--- config.mk ---
export PLATFORM = sky130hd
export DESIGN_NAME = mcpu_alu
export DESIGN_NICKNAME = d
export VERILOG_FILES = /design/src/rtl/mcpu_pkg.sv /design/src/rtl/mcpu_alu_core.sv /design/src/rtl/mcpu_alu.sv
export SDC_FILE = /design/constraint.sdc
export NUM_CORES = 1
export LEC_CHECK = 0
export ABC_AREA = 1
export CAP_MARGIN = 20
export CELL_PAD_IN_SITES_DETAIL_PLACEMENT = 1
export CELL_PAD_IN_SITES_GLOBAL_PLACEMENT = 2
export CORE_MARGIN = 4
export CORE_UTILIZATION = 23
export DETAILED_ROUTE_END_ITERATION = 10
export PLACE_DENSITY_LB_ADDON = 0.08
export SYNTH_ARGS = -nofsm -noshare
export SYNTH_HDL_FRONTEND = slang
export SYNTH_SLANG_ARGS = --single-unit
--- constraint.sdc ---
create_clock -name clk -period 1.7 [get_ports clk]
set_clock_uncertainty 0.05 [all_clocks]
set_input_delay 0.17 -clock clk [delete_from_list [all_inputs] [get_ports clk]]
set_output_delay 0.17 -clock clk [all_outputs]
set_load 0.02 [all_outputs]
--- src/rtl/mcpu_pkg.sv ---
// ----------------------------------------------------------------------------
// mcpu_pkg
// Shared definitions for the MCPU datapath: the opcode width and the opcode
// encodings understood by the ALU.
// Ports: none (package).
// ----------------------------------------------------------------------------
package mcpu_pkg;

    localparam int CMD_SIZE = 2;

    localparam logic [CMD_SIZE-1:0] OP_AND = 2'b00;
    localparam logic [CMD_SIZE-1:0] OP_OR  = 2'b01;
    localparam logic [CMD_SIZE-1:0] OP_XOR = 2'b10;
    localparam logic [CMD_SIZE-1:0] OP_ADD = 2'b11;

endpackage

--- src/rtl/mcpu_alu_core.sv ---
// ----------------------------------------------------------------------------
// mcpu_alu_core
// Purely combinational heart of the MCPU ALU. Decodes the opcode and produces
// the low half of the next result together with the carry flag; the owning
// wrapper registers both.
// Ports:
//   i_opcode  [CMD_SIZE-1:0]   operation select (AND / OR / XOR / ADD)
//   i_r1      [WORD_SIZE-1:0]  operand A (unsigned)
//   i_r2      [WORD_SIZE-1:0]  operand B (unsigned)
//   o_result  [WORD_SIZE-1:0]  next low-half result
//   o_carry                    next carry flag, only ever set by ADD
// ----------------------------------------------------------------------------
module mcpu_alu_core
    import mcpu_pkg::*;
#(
    parameter int CMD_SIZE  = mcpu_pkg::CMD_SIZE,
    parameter int WORD_SIZE = 8
) (
    input  logic [CMD_SIZE-1:0]  i_opcode,
    input  logic [WORD_SIZE-1:0] i_r1,
    input  logic [WORD_SIZE-1:0] i_r2,
    output logic [WORD_SIZE-1:0] o_result,
    output logic                 o_carry
);

    logic [WORD_SIZE:0] w_sum;

    // The adder is one bit wider than the operands so the carry-out of an
    // unsigned add falls out as the top bit of the sum.
    assign w_sum = {1'b0, i_r1} + {1'b0, i_r2};

    // Full four-way decode. The carry defaults low so that only ADD can ever
    // raise it, and every path assigns both outputs so no latch is inferred
    // even when the opcode is unknown.
    always_comb begin
        o_result = '0;
        o_carry  = 1'b0;
        case (i_opcode)
            OP_AND: o_result = i_r1 & i_r2;
            OP_OR:  o_result = i_r1 | i_r2;
            OP_XOR: o_result = i_r1 ^ i_r2;
            OP_ADD: begin
                o_result = w_sum[WORD_SIZE-1:0];
                o_carry  = w_sum[WORD_SIZE];
            end
            default: begin
                o_result = '0;
                o_carry  = 1'b0;
            end
        endcase
    end

endmodule

--- src/rtl/mcpu_alu.sv ---
// ----------------------------------------------------------------------------
// mcpu_alu
// Registered four-operation ALU sitting between the register file read ports
// and the writeback path. Inputs are taken every cycle and the result appears
// one clock later; there is no enable or handshake.
// Ports:
//   clk       rising-edge clock
//   reset     synchronous, active-high reset (clears out and OVERFLOW)
//   opcode    [CMD_SIZE-1:0]     operation select
//   r1        [WORD_SIZE-1:0]    operand A
//   r2        [WORD_SIZE-1:0]    operand B
//   out       [2*WORD_SIZE-1:0]  registered result; upper half always zero
//   OVERFLOW                     registered carry-out of ADD
// ----------------------------------------------------------------------------
module mcpu_alu
    import mcpu_pkg::*;
#(
    parameter int CMD_SIZE  = mcpu_pkg::CMD_SIZE,
    parameter int WORD_SIZE = 8
) (
    input  logic                   clk,
    input  logic                   reset,
    input  logic [CMD_SIZE-1:0]    opcode,
    input  logic [WORD_SIZE-1:0]   r1,
    input  logic [WORD_SIZE-1:0]   r2,
    output logic [2*WORD_SIZE-1:0] out,
    output logic                   OVERFLOW
);

    logic [WORD_SIZE-1:0]   w_result;
    logic                   w_carry;
    logic [2*WORD_SIZE-1:0] r_out;
    logic                   r_overflow;

    mcpu_alu_core #(
        .CMD_SIZE  (CMD_SIZE),
        .WORD_SIZE (WORD_SIZE)
    ) u_core (
        .i_opcode (opcode),
        .i_r1     (r1),
        .i_r2     (r2),
        .o_result (w_result),
        .o_carry  (w_carry)
    );

    // Output register. Reset wins over whatever operation is presented on the
    // same edge. The upper half is reserved for a future multiply, so it is
    // loaded with zeros for every operation today.
    always_ff @(posedge clk) begin
        if (reset) begin
            r_out      <= '0;
            r_overflow <= 1'b0;
        end else begin
            r_out      <= {{WORD_SIZE{1'b0}}, w_result};
            r_overflow <= w_carry;
        end
    end

    assign out      = r_out;
    assign OVERFLOW = r_overflow;

endmodule

==> impl_metrics.env, run 1 <==
export IMPL_status="completed"
export IMPL_peakVddDrop_mv=0.171
export IMPL_busiest_layer="met2"
export IMPL_grt_pass1_wl_mm=4.99
export IMPL_final_core_utilization_pct=37.0
export IMPL_drt_iter0_markers=32
export IMPL_num_rows=24
export IMPL_yosys_warnings=0
export IMPL_start_util_pct=23.9
export IMPL_dieArea_um2=5740
export IMPL_yosysTopAreaCell="ha_1"
export IMPL_cts_max_path_buffers=2
export IMPL_grt_max_degree=9
export IMPL_finalHoldViolations=0
export IMPL_cts_tree="done"
export IMPL_cts_root_buf="clkbuf_8"
export IMPL_crit_path_max_fanout=3
export IMPL_path_class="in2reg"
export IMPL_hold_path_class="in2reg"
export IMPL_syn_area_um2=1060
export IMPL_gp_congestion=0.763
export IMPL_worst_slack_ps=136
export IMPL_place_ws_ps=-328
export IMPL_grt_use_met3_pct=1.32
export IMPL_wl_per_cell_um=12.4
export IMPL_powerDensity_nw_per_um2=546
export IMPL_drive_gt1_share_pct=20.4
export IMPL_antenna_found_initial=0
export IMPL_synth_edf_count=0
export IMPL_synthToLayoutAreaGrowth_pct=54.7
export IMPL_hold_buffers=0
export IMPL_syn_area_per_cell_um2=6.32
export IMPL_layout_nets=249
export IMPL_ys_seq_area_share_pct=17.1
export IMPL_ant_nets=0
export IMPL_syn_inst=167
export IMPL_start_kind="primary input"
export IMPL_max_cap_violations=0
export IMPL_ys_types=21
export IMPL_vias=1131
export IMPL_overflow=0
export IMPL_cts_sinks=9
export IMPL_synthFlopType="dfxtp_1"
export IMPL_vias_per_cell=4.30
export IMPL_port_buffers=28
export IMPL_post_cts_setup_buffers=0
export IMPL_post_synth_top_area_fraction_pct=19.0
export IMPL_cts_clk_slew_worst_paths_ps=50
export IMPL_fp_dieW_um=75.8
export IMPL_slew_violations=0
export IMPL_post_route_min_period_ps=1560
export IMPL_p_leak_nw=0.887
export IMPL_yosys_top_cells_count="inv_1, nand2_1, ha_1, nand3_1, dfxtp_1"
export IMPL_diodes=0
export IMPL_period_share_pct=92.0
export IMPL_max_freq_mhz=639
export IMPL_synth_seq_cells=9
export IMPL_setup_viol=0
export IMPL_core_area_um2=4410
export IMPL_synthTopCellsByArea="ha_1, dfxtp_1, inv_1"
export IMPL_ios=37
export IMPL_first_pass_iters=4
export IMPL_globalRouteMet1Util_pct=14.1
export IMPL_power_mw=0.892
export IMPL_cts_buffers=3
export IMPL_async_flop_share_pct=0
export IMPL_whs_ps=474
export IMPL_grt_pass1_vias=1120
export IMPL_required_ps=1820
export IMPL_met2_usage_pct=20.9
export IMPL_cts_htree_levels=1
export IMPL_hpwl_mm=2.72
export IMPL_end_kind="flip-flop"
export IMPL_die_y_um=75.8
export IMPL_drc_errors=0
export IMPL_grt_usage_pct=11.5
export IMPL_routed_wl_mm=3.27
export IMPL_cp_data_arrival_time_ps=1690
metal layers:
layer,vias up,share of wire [%]
met4,0,1.3
li1,582,-
met1,521,45
met3,4,4.0
met5,-,0
met2,24,50
metrics by stage:
| stage | cells | area, um2 | setup TNS [ps] |
|---|---|---|---|
| after floorplan | 174 | 1080 | 0 |
| after global placement | 259 | 1450 | -1300 |
| after detailed placement | 259 | 1450 | -1630 |
| after CTS | 263 | 1500 | 0 |
| after global routing | 263 | 1630 | -1.98 |
| final | 263 | 1630 | 0 |
report_power, final:
part	switching, mW	total, mW	internal, mW
logic	0.211	0.399	0.188
registers	0.00424	0.233	0.229
clock network	0.0949	0.259	0.164
total	0.310	0.892	0.582
flip-flops by register name (all words and copies together), names as in the netlist:
| signal | flops |
|---|---|
| OVERFLOW | 1 |
| out | 8 |
cells by family after synthesis:
kind of cell             share of synthesized area, %
other                                           0.355
flip-flops                                       17.1
adder cells (fa/ha/maj)                          20.9
AND/OR/NAND/NOR                                  27.6
AO/OA/AOI/OAI                                    9.95
buffers and inverters                            24.2
critical path: stages:
cell	delay, ps
clkdlybuf4s50_1	480
inv_1	70
ha_4	270
inv_1	50
nor2_2	140
nand2_1	80
nand2_1	70
inv_1	50
nand3_1	80
nand3_1	100
a21oi_2	120
repair_timing:
| action | 4_1_cts | 5_1_grt |
|---|---|---|
| pin swaps | 0 | 5 |
| cloned | 0 | 0 |
| endpoints found under the hold margin | 0 | 0 |
| gates resized for setup | 2 | 28 |
| endpoints found under the setup margin | 3 | 6 |
final timing paths:
kind / from / slack (ps) / endpoint / cells past startpoint
setup / recovery: r1[6] / 140 / out[7] / 11
hold / removal: r2[0] / 470 / out[0] / 7
cell type report:
class / instances / area (um2)
Tap cell: 52 / 65.1
Inverter: 43 / 161
Sequential cell: 9 / 180
Multi-Input combinational cell: 111 / 772
Clock buffer: 4 / 45.0
Fill cell: 558 / 2780
Timing Repair Buffer: 44 / 410
layout by cell type, fill, tap and decap left out, types with 4 or more instances in the layout:
cell,count
nand2_1,38
nor2_1,6
nand3_1,11
dlymetal6s2s_1,4
inv_1,40
clkdlybuf4s50_1,24
buf_4,16
ha_4,6
a21oi_2,4
ha_1,10
nand3_2,4
nand2_2,4
conb_1,8
dfxtp_1,9
Note: power is estimated with default switching activity, not from simulation.
==> run 2: changes to the inputs <==
--- a/config.mk
+++ b/config.mk
@@ -11,8 +11,10 @@
 export CELL_PAD_IN_SITES_GLOBAL_PLACEMENT = 2
 export CORE_MARGIN = 4
 export CORE_UTILIZATION = 23
+export CTS_CLUSTER_DIAMETER = 120
 export DETAILED_ROUTE_END_ITERATION = 10
 export PLACE_DENSITY_LB_ADDON = 0.08
 export SYNTH_ARGS = -nofsm -noshare
 export SYNTH_HDL_FRONTEND = slang
 export SYNTH_SLANG_ARGS = --single-unit
+export TNS_END_PERCENT = 1
==> results of run 2 <==
No change in the layout: final DEF, timing and power equal those of run 1.
==> run 3: changes to the inputs <==
==> constraint.sdc (replaced) <==
create_clock -name clk -period 1.45 [get_ports clk]
set_clock_uncertainty 0.05 [all_clocks]
set_input_delay 0.145 -clock clk [delete_from_list [all_inputs] [get_ports clk]]
set_output_delay 0.145 -clock clk [all_outputs]
set_load 0.02 [all_outputs]
==> impl_metrics.env, run 3 (synthesis gave the netlist of run 1 again) <==
export IMPL_antenna_found_initial=0
export IMPL_rsz0062_at_grt="true"
export IMPL_max_freq_mhz=716
export IMPL_layout_nets=253
export IMPL_drt_met1_wl_mm=1.44
export IMPL_setup_viol=0
export IMPL_cts_tree="done"
export IMPL_hold_buffers=0
export IMPL_vias=1152
export IMPL_layout_common_cells="nand2_1, inv_1, buf_4"
export IMPL_power_mw=1.05
export IMPL_final_core_utilization_pct=36.6
export IMPL_grt_pass1_wl_mm=5.57
export IMPL_status="completed"
export IMPL_crit_path_max_fanout=3
export IMPL_swShare_pct=35.5
export IMPL_met3_length_um=149
export IMPL_port_buffers=28
export IMPL_period_share_pct=96.3
export IMPL_cts_clk_slew_worst_paths_ps=50
export IMPL_cts_htree_levels=1
export IMPL_ios=37
export IMPL_die_y_um=75.8
export IMPL_slowest_delay_ps=370
export IMPL_gp_congestion=0.783
export IMPL_final_seq_area_um2=180
export IMPL_vias_per_cell=4.31
export IMPL_fp_dieW_um=75.8
export IMPL_routed_wl_mm=3.31
export IMPL_num_rows=24
export IMPL_drt_iter0_markers=28
export IMPL_p_int_mw=0.675
export IMPL_ant_nets=0
export IMPL_overflow=0
export IMPL_cp_data_arrival_time_ps=1480
export IMPL_wl_per_cell_um=12.4
export IMPL_peakVddDrop_mv=0.239
export IMPL_slew_violations=0
export IMPL_grt_max_degree=9
export IMPL_drive_gt1_share_pct=25.1
export IMPL_required_ps=1540
export IMPL_cts_root_buf="clkbuf_8"
export IMPL_finalHoldViolations=0
export IMPL_final_cell_count_no_fill=267
export IMPL_final_common_cell="nand2_1"
export IMPL_whs_path_depth=4
export IMPL_powerDensity_nw_per_um2=648
export IMPL_start_util_pct=23.9
export IMPL_max_cap_violations=0
export IMPL_switchingPower_mw=0.372
export IMPL_end_kind="flip-flop"
export IMPL_synthToLayoutAreaGrowth_pct=52.8
export IMPL_grt_pass1_vias=1218
export IMPL_hpwl_mm=2.78
export IMPL_routed_top_layer="met4"
export IMPL_crit_slowest_cell="fa_2"
export IMPL_dieArea_um2=5740
export IMPL_place_area_um2=1470
export IMPL_core_area_um2=4410
export IMPL_cts_max_path_buffers=2
export IMPL_p_leak_nw=0.880
export IMPL_path_class="in2reg"
export IMPL_cts_buffers=3
export IMPL_multi_input_area_um2=749
export IMPL_grt_usage_pct=12.8
export IMPL_largest_reg_flops=8
export IMPL_drc_errors=0
export IMPL_fillers=568
export IMPL_whs_ps=389
export IMPL_clock_power_share_pct=30.1
export IMPL_wl_met2_mm=1.67
export IMPL_combPwrFrac_pct=43.7
export IMPL_start_kind="primary input"
export IMPL_final_cell_area_um2=1610
export IMPL_first_pass_iters=4
export IMPL_pwr_share_seq_pct=26.1
export IMPL_hold_path_class="in2reg"
export IMPL_cts_sinks=9
export IMPL_numPlacedInstances=261
export IMPL_post_route_min_period_ps=1400
export IMPL_path_cells="dlygate4sd2_1 > ha_2 > fa_2 > nand2_1 > nand3_2 > a21oi_2 > nor2_1 > o21ai_1 > inv_1"
export IMPL_diodes=0
[run 3: cell count changes in the layout (fill, tap and decap cells not counted), moves of 4 or more]
cell	previous run	this run
clkdlybuf4s50_1	24	13
dlygate4sd2_1	0	12
buf_4	16	20
inv_1	40	30
inv_2	3	13
[run 3: cell type report]
| cell class | count | share of cell area, % |
|---|---|---|
| tap | 52 | 4.03 |
| timing repair buffer | 48 | 25.6 |
| inverter | 43 | 10.0 |
| multi-input combinational | 111 | 46.4 |
| clock buffer | 4 | 2.79 |
| sequential | 9 | 11.2 |
[run 3: path summary, 6_finish.rpt]
path / from / end
max: r2[0] / out[4]
min: opcode[0] / out[2]
[run 3: per-layer routing]
| layer | vias up | track usage (%) |
|---|---|---|
| met3 | 4 | 0.923 |
| met4 | 0 | 4.08 |
| met5 | - | 0 |
| li1 | 587 | - |
| met2 | 27 | 23.6 |
| met1 | 534 | 15.6 |
[run 3: worst max-delay path: cells and delay by family]
kind / cells / cell delay (ps)
compound gates: 2 / 250
fa+ha+maj: 2 / 570
buf+inv: 2 / 300
simple gates: 3 / 230
[run 3: what timing repair did]
item	in CTS	in global routing
setup buffers	2	0
resized for setup	40	7
pin swaps	11	2
endpoints found under the setup margin	8	6
[run 3: metrics by stage]
stage | TNS, ps | setup slack [ps]
global placement | -3130 | -505
finish | 0 | 53.1
CTS | 0 | 10.6
detailed placement | -3400 | -545
global route | -18.1 | -17.0
floorplan | 0 | 10.8
[run 3: power groups by stage]
stage / Combinational (mW) / Clock (mW) / Sequential, mW
3_3_place_gp: 0.418 / 0 / 0.278
3_5_place_dp: 0.426 / 0 / 0.279
2_1_floorplan: 0.222 / 0 / 0.306
6_report: 0.458 / 0.315 / 0.273
4_1_cts: 0.460 / 0.325 / 0.274
5_1_grt: 0.517 / 0.333 / 0.275
